$ cat src/rtl/mmio_timer_pkg.sv
// Shared constants and CTRL layout for the memory-mapped interval timer.
package mmio_timer_pkg;

    localparam logic [1:0] TMR_COUNT   = 2'd0;
    localparam logic [1:0] TMR_COMPARE = 2'd1;
    localparam logic [1:0] TMR_CTRL    = 2'd2;
    localparam logic [1:0] TMR_STATUS  = 2'd3;

    localparam int TMR_EN_BIT     = 0;
    localparam int TMR_RELOAD_BIT = 1;
    localparam int TMR_IE_BIT     = 2;

    localparam logic [31:0] TMR_COMPARE_RST = 32'hFFFF_FFFF;

    typedef struct packed {
        logic ie;
        logic reload;
        logic en;
    } tmr_ctrl_t;

    function automatic logic [31:0] ctrl_to_word(input tmr_ctrl_t c);
        logic [31:0] w;
        w                 = '0;
        w[TMR_EN_BIT]     = c.en;
        w[TMR_RELOAD_BIT] = c.reload;
        w[TMR_IE_BIT]     = c.ie;
        return w;
    endfunction

endpackage

$ cat src/rtl/mmio_timer_prescaler.sv
// Count-tick prescaler: one tick every PRESCALE enabled cycles; clr restarts
// the period and swallows the tick of that cycle.
module tmr_prescaler #(
    parameter int PRESCALE = 4
) (
    input  logic clk,
    input  logic rst_n,
    input  logic en,
    input  logic clr,
    output logic tick
);

    localparam int              W    = (PRESCALE > 1) ? $clog2(PRESCALE) : 1;
    localparam logic [W-1:0]    LAST = W'(PRESCALE - 1);

    logic [W-1:0] cnt;

    assign tick = en & ~clr & (cnt == LAST);

    always_ff @(posedge clk or negedge rst_n) begin
        if (!rst_n)
            cnt <= '0;
        else if (clr || tick)
            cnt <= '0;
        else if (en)
            cnt <= cnt + 1'b1;
    end

endmodule

$ cat src/rtl/mmio_timer.sv
// Memory-mapped interval timer with compare interrupt.
// Optional prescaler compiled in with `define MMIO_TIMER_PRESCALE_EN.
module mmio_timer
    import mmio_timer_pkg::*;
#(
    parameter int PRESCALE = 4
) (
    input  logic        clk,
    input  logic        rst_n,
    input  logic        sel,
    input  logic        we,
    input  logic [1:0]  addr,
    input  logic [31:0] wdata,
    output logic [31:0] rdata,
    output logic        timer_int
);

    logic [31:0] count;
    logic [31:0] compare;
    tmr_ctrl_t   ctrl;
    logic        pending;

    logic        wr_count, wr_compare, wr_ctrl, wr_status;
    logic        tick;
    logic [31:0] count_nxt;
    logic        match;

    assign wr_count   = sel & we & (addr == TMR_COUNT);
    assign wr_compare = sel & we & (addr == TMR_COMPARE);
    assign wr_ctrl    = sel & we & (addr == TMR_CTRL);
    assign wr_status  = sel & we & (addr == TMR_STATUS);

`ifdef MMIO_TIMER_PRESCALE_EN
    tmr_prescaler #(.PRESCALE(PRESCALE)) u_prescaler (
        .clk   (clk),
        .rst_n (rst_n),
        .en    (ctrl.en),
        .clr   (wr_count),
        .tick  (tick)
    );
`else
    // Without a prescaler every enabled cycle ticks; a nonsensical PRESCALE of 0 disables it.
    localparam bit PRESCALE_OK = (PRESCALE >= 1);
    assign tick = ctrl.en & ~wr_count & PRESCALE_OK;
`endif

    // Wrap to 0 falls out of the 32-bit add, so COMPARE=0 matches on the wrap edge.
    assign count_nxt = (ctrl.reload && (count == compare)) ? 32'd0 : count + 32'd1;
    assign match     = tick & ~wr_compare & (count_nxt == compare);

    always_ff @(posedge clk or negedge rst_n) begin
        if (!rst_n) begin
            count   <= '0;
            compare <= TMR_COMPARE_RST;
            ctrl    <= '0;
            pending <= 1'b0;
        end else begin
            if (wr_count)
                count <= wdata;
            else if (tick)
                count <= count_nxt;

            if (wr_compare)
                compare <= wdata;

            if (wr_ctrl) begin
                ctrl.en     <= wdata[TMR_EN_BIT];
                ctrl.reload <= wdata[TMR_RELOAD_BIT];
                ctrl.ie     <= wdata[TMR_IE_BIT];
            end

            // A match beats a same-cycle STATUS clear.
            if (match)
                pending <= 1'b1;
            else if (wr_compare || (wr_status && wdata[0]))
                pending <= 1'b0;
        end
    end

    always_comb begin
        rdata = '0;
        if (sel) begin
            case (addr)
                TMR_COUNT:   rdata = count;
                TMR_COMPARE: rdata = compare;
                TMR_CTRL:    rdata = ctrl_to_word(ctrl);
                default:     rdata = {31'd0, pending};
            endcase
        end
    end

    assign timer_int = pending & ctrl.ie;

endmodule

$ cat config.mk
export PLATFORM = sky130hd
export DESIGN_NAME = mmio_timer
export DESIGN_NICKNAME = d
export VERILOG_FILES = /design/src/rtl/mmio_timer_pkg.sv /design/src/rtl/mmio_timer_prescaler.sv /design/src/rtl/mmio_timer.sv
export SDC_FILE = /design/constraint.sdc
export NUM_CORES = 1
export LEC_CHECK = 0
export BUFFER_PORTS_ARGS = -buffer_cell sky130_fd_sc_hd__buf_2
export CORE_ASPECT_RATIO = 0.7
export CORE_MARGIN = 8
export CORE_UTILIZATION = 29
export DETAILED_ROUTE_END_ITERATION = 6
export PLACE_DENSITY = 0.46
export SKIP_CTS_REPAIR_TIMING = 1
export SYNTH_ARGS = -nofsm -noshare
export SYNTH_HDL_FRONTEND = slang
export SYNTH_SLANG_ARGS = --single-unit
$ cat constraint.sdc
create_clock -name clk -period 5.7 [get_ports clk]
set_input_delay 0.57 -clock clk [delete_from_list [all_inputs] [get_ports clk]]
set_output_delay 0.57 -clock clk [all_outputs]
set_load 0.005 [all_outputs]
# Word level (Yosys, flattened, before mapping)
# Index checks and enable logic that the tools add are counted.
[word_totals]
register_bits = 68
inputBits = 38
out_inout_bits = 33
elab_cells = 36
[classes]
n_addsub = 1
n_eq_ne = 5
n_mux = 7
bitwise = 11
reduce_logical = 6
[ops]
columns = ["op", "n"]
rows = [
  ["$mux W32", 4],
  ["$pmux W32 S3", 1],
  ["$eq A32 B32 Y1", 2],
  ["$add A32 B1 Y32 const B", 1],
  ["$and A1 B1 Y1", 9],
  ["$eq A2 B2 Y1 const B", 2],
  ["$reduce_bool A2 Y1", 2],
  ["$eq A2 B1 Y1 const B", 1],
  ["$logic_and A1 B1 Y1", 2],
  ["$logic_not A2 Y1", 1],
  ["$mux W1", 2],
  ["$not A1 Y1", 2],
  ["$logic_or A1 B1 Y1", 1],
]

# Logic depth before layout (Yosys ltp)
# Gate-level depths: netlist of the first run.
[logic_depth]
depth_word = 7
ltp_mapped = 11
ltp_nobuf = 9

# Worst setup path before layout of the first run
# No wires, ideal clock.
[synth_timing]
kind = "register to register"
from = "register count[1]"
to = "register pending"
setup_time_ps = 92
arrival_ps = 2798
required_time_ps = 5608
setup_slack_ps = 2810
stages_incl_launch_ff = 11
path_buffers = 1
synth_period_minus_slack_ps = 2890
cell_sequence = "dfrtp_1 ha_1 nand4_4 or4_1 buf_2 xnor2_1 or4b_1 a21o_1 a211oi_1 o2111ai_1 o31ai_2"
[synth_between]
elab_chain_len = 6
elab_cells_between_ends = 8
classes_between = "add/sub (1); eq/ne (2); mux (2); bitwise (1); reduce/logical (2)"
[synth_lines]
columns = ["item", "line_no", "text"]
rows = [
  ["from (decl)", "mmio_timer.sv:18", "logic [31:0] count;"],
  ["from (signal assigned)", "mmio_timer.sv:59", "count <= wdata;"],
  ["from (signal assigned)", "mmio_timer.sv:61", "count <= count_nxt;"],
  ["branches (longest 2 deep; another with $add A32 B1 Y32)", "n/a", ""],
  ["$mux W32 *", "mmio_timer.sv:48", "assign count_nxt = (ctrl.reload && (count == compare)) ? 32'd0 : count + 32'd1;"],
  ["$eq A32 B32 Y1 *", "mmio_timer.sv:49", "assign match = tick & ~wr_compare & (count_nxt == compare);"],
  ["$and A1 B1 Y1 *", "mmio_timer.sv:49", ""],
  ["$mux W1 or $reduce_bool A2 Y1 (tied branches)", "n/a", ""],
  ["to (signal assigned)", "mmio_timer.sv:56", "pending <= 1'b0;"],
  ["to (signal assigned)", "mmio_timer.sv:74", "pending <= 1'b1;"],
  ["to (signal assigned)", "mmio_timer.sv:76", "pending <= 1'b0;"],
  ["to (decl)", "mmio_timer.sv:21", "logic pending;"],
]
# Every way passes the cells marked *.
# A chain may end at the register's enable or synchronous reset.

# Worst setup path after layout of the first run
[layout_timing]
from = "register count[0]"
to = "register pending"
# Same word-level chain as after synthesis.

==> out/qor.yml, run 1 <==
outcome:
  run_status: "completed"
cts:
  root_buffer: "clkbuf_16"
  cts.sinks: 68
  clkSlewWorstSetupHoldPaths_ns: 0.06
  cts_tree: "yes"
  htree_levels: 3
  numCtsBuffers: 9
  ctsLongestPathBuffers: 2
  clk_latency_ns: 0.35
grt:
  groute.usage.overall_pct: 17.3
  antenna_found_initial: 0
  grt_pass1_wl_um: 32300
  grt_pass1_vias: 5222
  overflow: 0
  grt_max_degree: 69
routing:
  drtPass1Iterations: 5
  ant_nets: 0
  routed_wl_um: 20700
  drc_errors: 0
  viasPerCell: 5.51
  vias: 5192
  wl_per_cell_um: 22.0
  drtIter0Drc: 443
synthesis:
  synth-edff-count: 0
  netlist_area_um2: 5550
  synth_top_area_share_pct: 16.2
  avgSynthCellArea_um2: 8.34
  synth_cell_types: 61
  yosysMostFrequentCell: "o21ai_0"
  synthCells: 666
  ys_seq_area_share_pct: 31.4
  ys_warn_count: 0
  synth_top_area_cell: "dfrtp_1"
  ys_ff_latch: 68
  yosys-top-cells-count: "o21ai_0 (69), nor2_1 (63), nand2_1 (57)"
  yosys-top-cells-area: "dfrtp_1 (16%), dfstp_2 (15%), mux2_2 (7.3%)"
  synth_flop_cell: "dfrtp_1"
  synthArstFlopShare_pct: 100
  syn_nets: 705
run:
  maxCapViolations: 0
critical_path:
  crit_required_ns: 5.96
  reg2reg_from: "count[0]$_DFFE_PN0P_"
  r2r_end: "pending$_DFFE_PN0P_"
  cp-startpoint: "count[0]$_DFFE_PN0P_"
  r2r_cells: 9
  endpoint_kind: "flip-flop"
  rrSetupSlack_ns: 2.30
  start_kind: "flip-flop"
  crit_arrival_ns: 3.66
  crit_type: "reg2reg"
  critPathMaxFanout: 9
sta:
  fin_crit_ns: 3.40
  final.period_utilization_pct: 59.7
  rsz0062_at_grt: "no"
  final_max_slew_viol_count: 0
  tns_ns: 0
  relSlewSlack_pct: 38.7
  fin_ws_ns: 2.30
  final.setup_skew_ns: 0.00743
  holdWs_ns: 0.437
  fmax_mhz: 294
  tightest_slew_ns: 0.920
  hold_violations: 0
  finalSetupViolCount: 0
floorplanning:
  dieArea_um2: 23900
  core-area_um2: 18800
  ios: 71
  die_w_um: 181
  rows: 42
  die_h_um: 132
  start_util_pct: 29.5
placement:
  dpl.cell_count: 926
  place_area_um2: 6010
  detailedPlace.worstSlack_ns: 2.34
  portBuffers: 70
  dp_hpwl_um: 15600
  place_congestion: 0.943
final_layout:
  nNetsFinal: 734
  syn_to_final_growth_pct: 14.6
  final_area_um2: 6360
  regArea_um2: 1740
  diodes: 0
  final_core_util_pct: 33.8
  multi_input_area_um2: 3500
  finalNonFillerCells: 942
  drive_above_1_share_pct: 25.4
  nFillCells: 2017
pwr:
  pwr_density_cell_nw_per_um2: 367
  peakVddDrop_uv: 129
  p_total_mw: 2.33
  leakage_nw: 2.51
min_path:
  hold_class: "in2async"
[critical path, stage by stage (launching register included)]
cell	delay, ns
dfrtp_1	0.53
ha_1	0.39
nand4_4	0.20
or4_1	0.68
xnor2_1	0.23
or4b_1	0.48
a21o_1	0.16
a211oi_1	0.25
o2111ai_1	0.17
o31ai_2	0.23
[metal layers]
| layer | GRT usage (%) | share of wire [%] |
|---|---|---|
| met1 | 26.2 | 51 |
| met2 | 22.6 | 39 |
| met3 | 5.18 | 8.1 |
| met4 | 5.18 | 1.7 |
| met5 | 0 | 0 |
[power by group]
part / total (mW) / internal [mW] / leakage (nW) / switching, mW
sequential: 0.945 / 0.637 / 0.772 / 0.308
combinational: 0.716 / 0.325 / 1.57 / 0.391
clock: 0.672 / 0.451 / 0.173 / 0.221
total: 2.33 / 1.41 / 2.51 / 0.919
[cell type report]
class | count | area share (%)
Tap cell | 242 | 4.76
Clock inverter | 4 | 1.50
Multi-Input combinational cell | 525 | 55.1
Inverter | 13 | 0.767
Timing Repair Buffer | 78 | 6.45
Sequential cell | 68 | 27.4
Clock buffer | 12 | 4.03
[cells by family after synthesis]
family	count (synthesis)	synth area share, %
AOI/OAI and AO/OA	137	14.6
xor gates and xnor gates	59	9.56
adders and majority gates	1	0.225
buffers and inverters	73	5.72
DFF	68	31.4
muxes	74	14.4
and+or+nand+nor	254	24.2
[state kept, by name, indices dropped and copies added (netlist names)]
register and flops:
count 32, ctrl 3, compare 32, pending 1
[layout by cell type, fill, tap and decap left out, types with 4 or more instances in the layout]
master,n
buf_2,70
o21ai_0,69
nor2_1,62
nand2_1,57
xor2_1,39
mux2i_1,37
mux2_2,36
dfrtp_1,36
dfstp_2,32
a21oi_1,27
nor4_1,24
nand3_1,22
xnor2_1,19
nor3_1,18
inv_1,13
nand4_1,10
clkbuf_16,9
nor3b_1,8
buf_4,8
nor2b_1,7
and2_1,7
and3_1,7
or4_1,5
and4_1,5
a211oi_1,5
o22ai_1,5
nand2b_1,4
o31ai_1,4
a22oi_1,4
[how the worst max path moves through the flow]
stage	end
detailed placement	pending$_DFFE_PN0P_
global placement	pending$_DFFE_PN0P_
floorplan	pending$_DFFE_PN0P_
finish	pending$_DFFE_PN0P_
global route	pending$_DFFE_PN0P_
CTS	pending$_DFFE_PN0P_
(Power assumes the default switching activity.)
==> inputs of run 2 (changes only) <==
Clock period 5.7 ns to 3.4 ns, I/O delays scaled along.
==> out/qor.yml, run 2 (synthesis gave the netlist of run 1 again) <==
critical_path:
  cp-startpoint: "count[1]$_DFFE_PN0P_"
  start_kind: "flip-flop"
  path_depth: 9
  max_stage_delay_ns: 0.56
  crit_arrival_ns: 3.42
  crit_type: "reg2reg"
  crit_chain: "ha_1 > nand4_4 > or4_1 > xnor2_1 > or4b_1 > a21o_1 > a211oi_1 > o2111ai_1 > o31ai_2"
  crit_required_ns: 3.67
  critPathBufInv: 0
  critPathMaxFanout: 7
  slowest_stage: "or4_1"
  critical_path.top_delay_family: "simple AND/OR/NAND/NOR gates"
  reg2reg_from: "count[1]$_DFFE_PN0P_"
  r2r_cells: 9
  endpoint_kind: "flip-flop"
sta:
  final.period_utilization_pct: 92.7
  fmax_mhz: 317
  rsz0062_at_grt: "no"
  holdWs_ns: 0.0851
  fin_crit_ns: 3.15
  fin_ws_ns: 0.250
  tightest_slew_ns: 0.970
  final.setup_skew_ns: 0.0149
  tns_ns: 0
  hold_violations: 0
  final_max_slew_viol_count: 0
  finalSetupViolCount: 0
  relSlewSlack_pct: 35.3
grt:
  overflow: 0
  grt_pass1_vias: 5307
  antenna_found_initial: 0
  grt_max_degree: 41
  groute.usage.overall_pct: 17.8
  grt_pass1_wl_um: 33100
final_layout:
  diodes: 0
  final_common_cell: "buf_2"
  nNetsFinal: 757
  syn_to_final_growth_pct: 18.3
  finalNonFillerCells: 965
  drive_above_1_share_pct: 27.8
  reg_top3: "compare: 32 flops, count: 32 flops, ctrl: 3 flops"
  final_area_um2: 6570
  final_cell_mix: "buf_2 (70), o21ai_0 (69), nor2_1 (62), nand2_1 (57), xor2_1 (39)"
routing:
  drtIter0Drc: 450
  drtPass1Iterations: 7
  vias: 5334
  viasPerCell: 5.53
  ant_nets: 0
  wl_per_cell_um: 22.1
  drc_errors: 0
  routed_wl_um: 21300
floorplanning:
  dieArea_um2: 23900
  die_h_um: 132
  rows: 42
  die_w_um: 181
  ios: 71
  start_util_pct: 29.5
  core-area_um2: 18800
min_path:
  hold_class: "in2async"
pwr:
  peakVddDrop_uv: 284
  pwr_density_cell_nw_per_um2: 611
  leakage_nw: 2.64
cts:
  clkSlewWorstSetupHoldPaths_ns: 0.07
  ctsLongestPathBuffers: 2
  clk_latency_ns: 0.36
  cts_tree: "yes"
  root_buffer: "clkbuf_16"
  numCtsBuffers: 9
  htree_levels: 3
  cts.sinks: 68
placement:
  dp_hpwl_um: 16500
  dpl.cell_count: 949
  detailedPlace.worstSlack_ns: 0.275
  portBuffers: 70
  place_congestion: 0.968
  place_area_um2: 6220
outcome:
  run_status: "completed"
run:
  maxCapViolations: 0
## run 2: cell type report
type                       instances  area, um^2
fill                            2004       12200
multi-input combinational        525        3500
sequential                        68        1740
timing repair buffer             101         621
tap                              242         303
clock buffer                      12         256
clock inverter                     4        95.1
inverter                          13        48.8
## run 2: power breakdown
group          internal [mW]  total [mW]  switching [mW]
sequential              1.07        1.53           0.464
clock                  0.756        1.13           0.379
combinational          0.596        1.35           0.750
total                   2.42        4.01            1.59
## run 2: layer usage
layer	wire, um	track usage [%]	up-vias
met1	11300	27.6	2634
met4	238	3.91	0
li1	-	-	2488
met5	0	0	-
met2	8390	24.3	196
met3	1370	3.72	16
## run 2: worst paths after layout
| check | endpoint | slack [ns] |
|---|---|---|
| min in group clk | count[5]$_DFFE_PN0P_ | 0.20 |
| worst max-delay path | pending$_DFFE_PN0P_ | 0.25 |
| max in group asynchronous | compare[18]$_DFFE_PN1P_ | 2.56 |
| worst max register to register | pending$_DFFE_PN0P_ | 0.25 |
| worst min register to register | ctrl[2]$_DFFE_PN0P_ | 0.55 |
| worst min-delay path | count[1]$_DFFE_PN0P_ | 0.09 |
## run 2: stage by stage
stage / util (%) / power [mW]
after global routing: 34.9 / 4.25
after detailed placement: 33.1 / 2.87
after floorplan: - / 2.32
final: 34.9 / 4.01
after CTS: 34.9 / 4.03
after global placement: 33.1 / 2.88
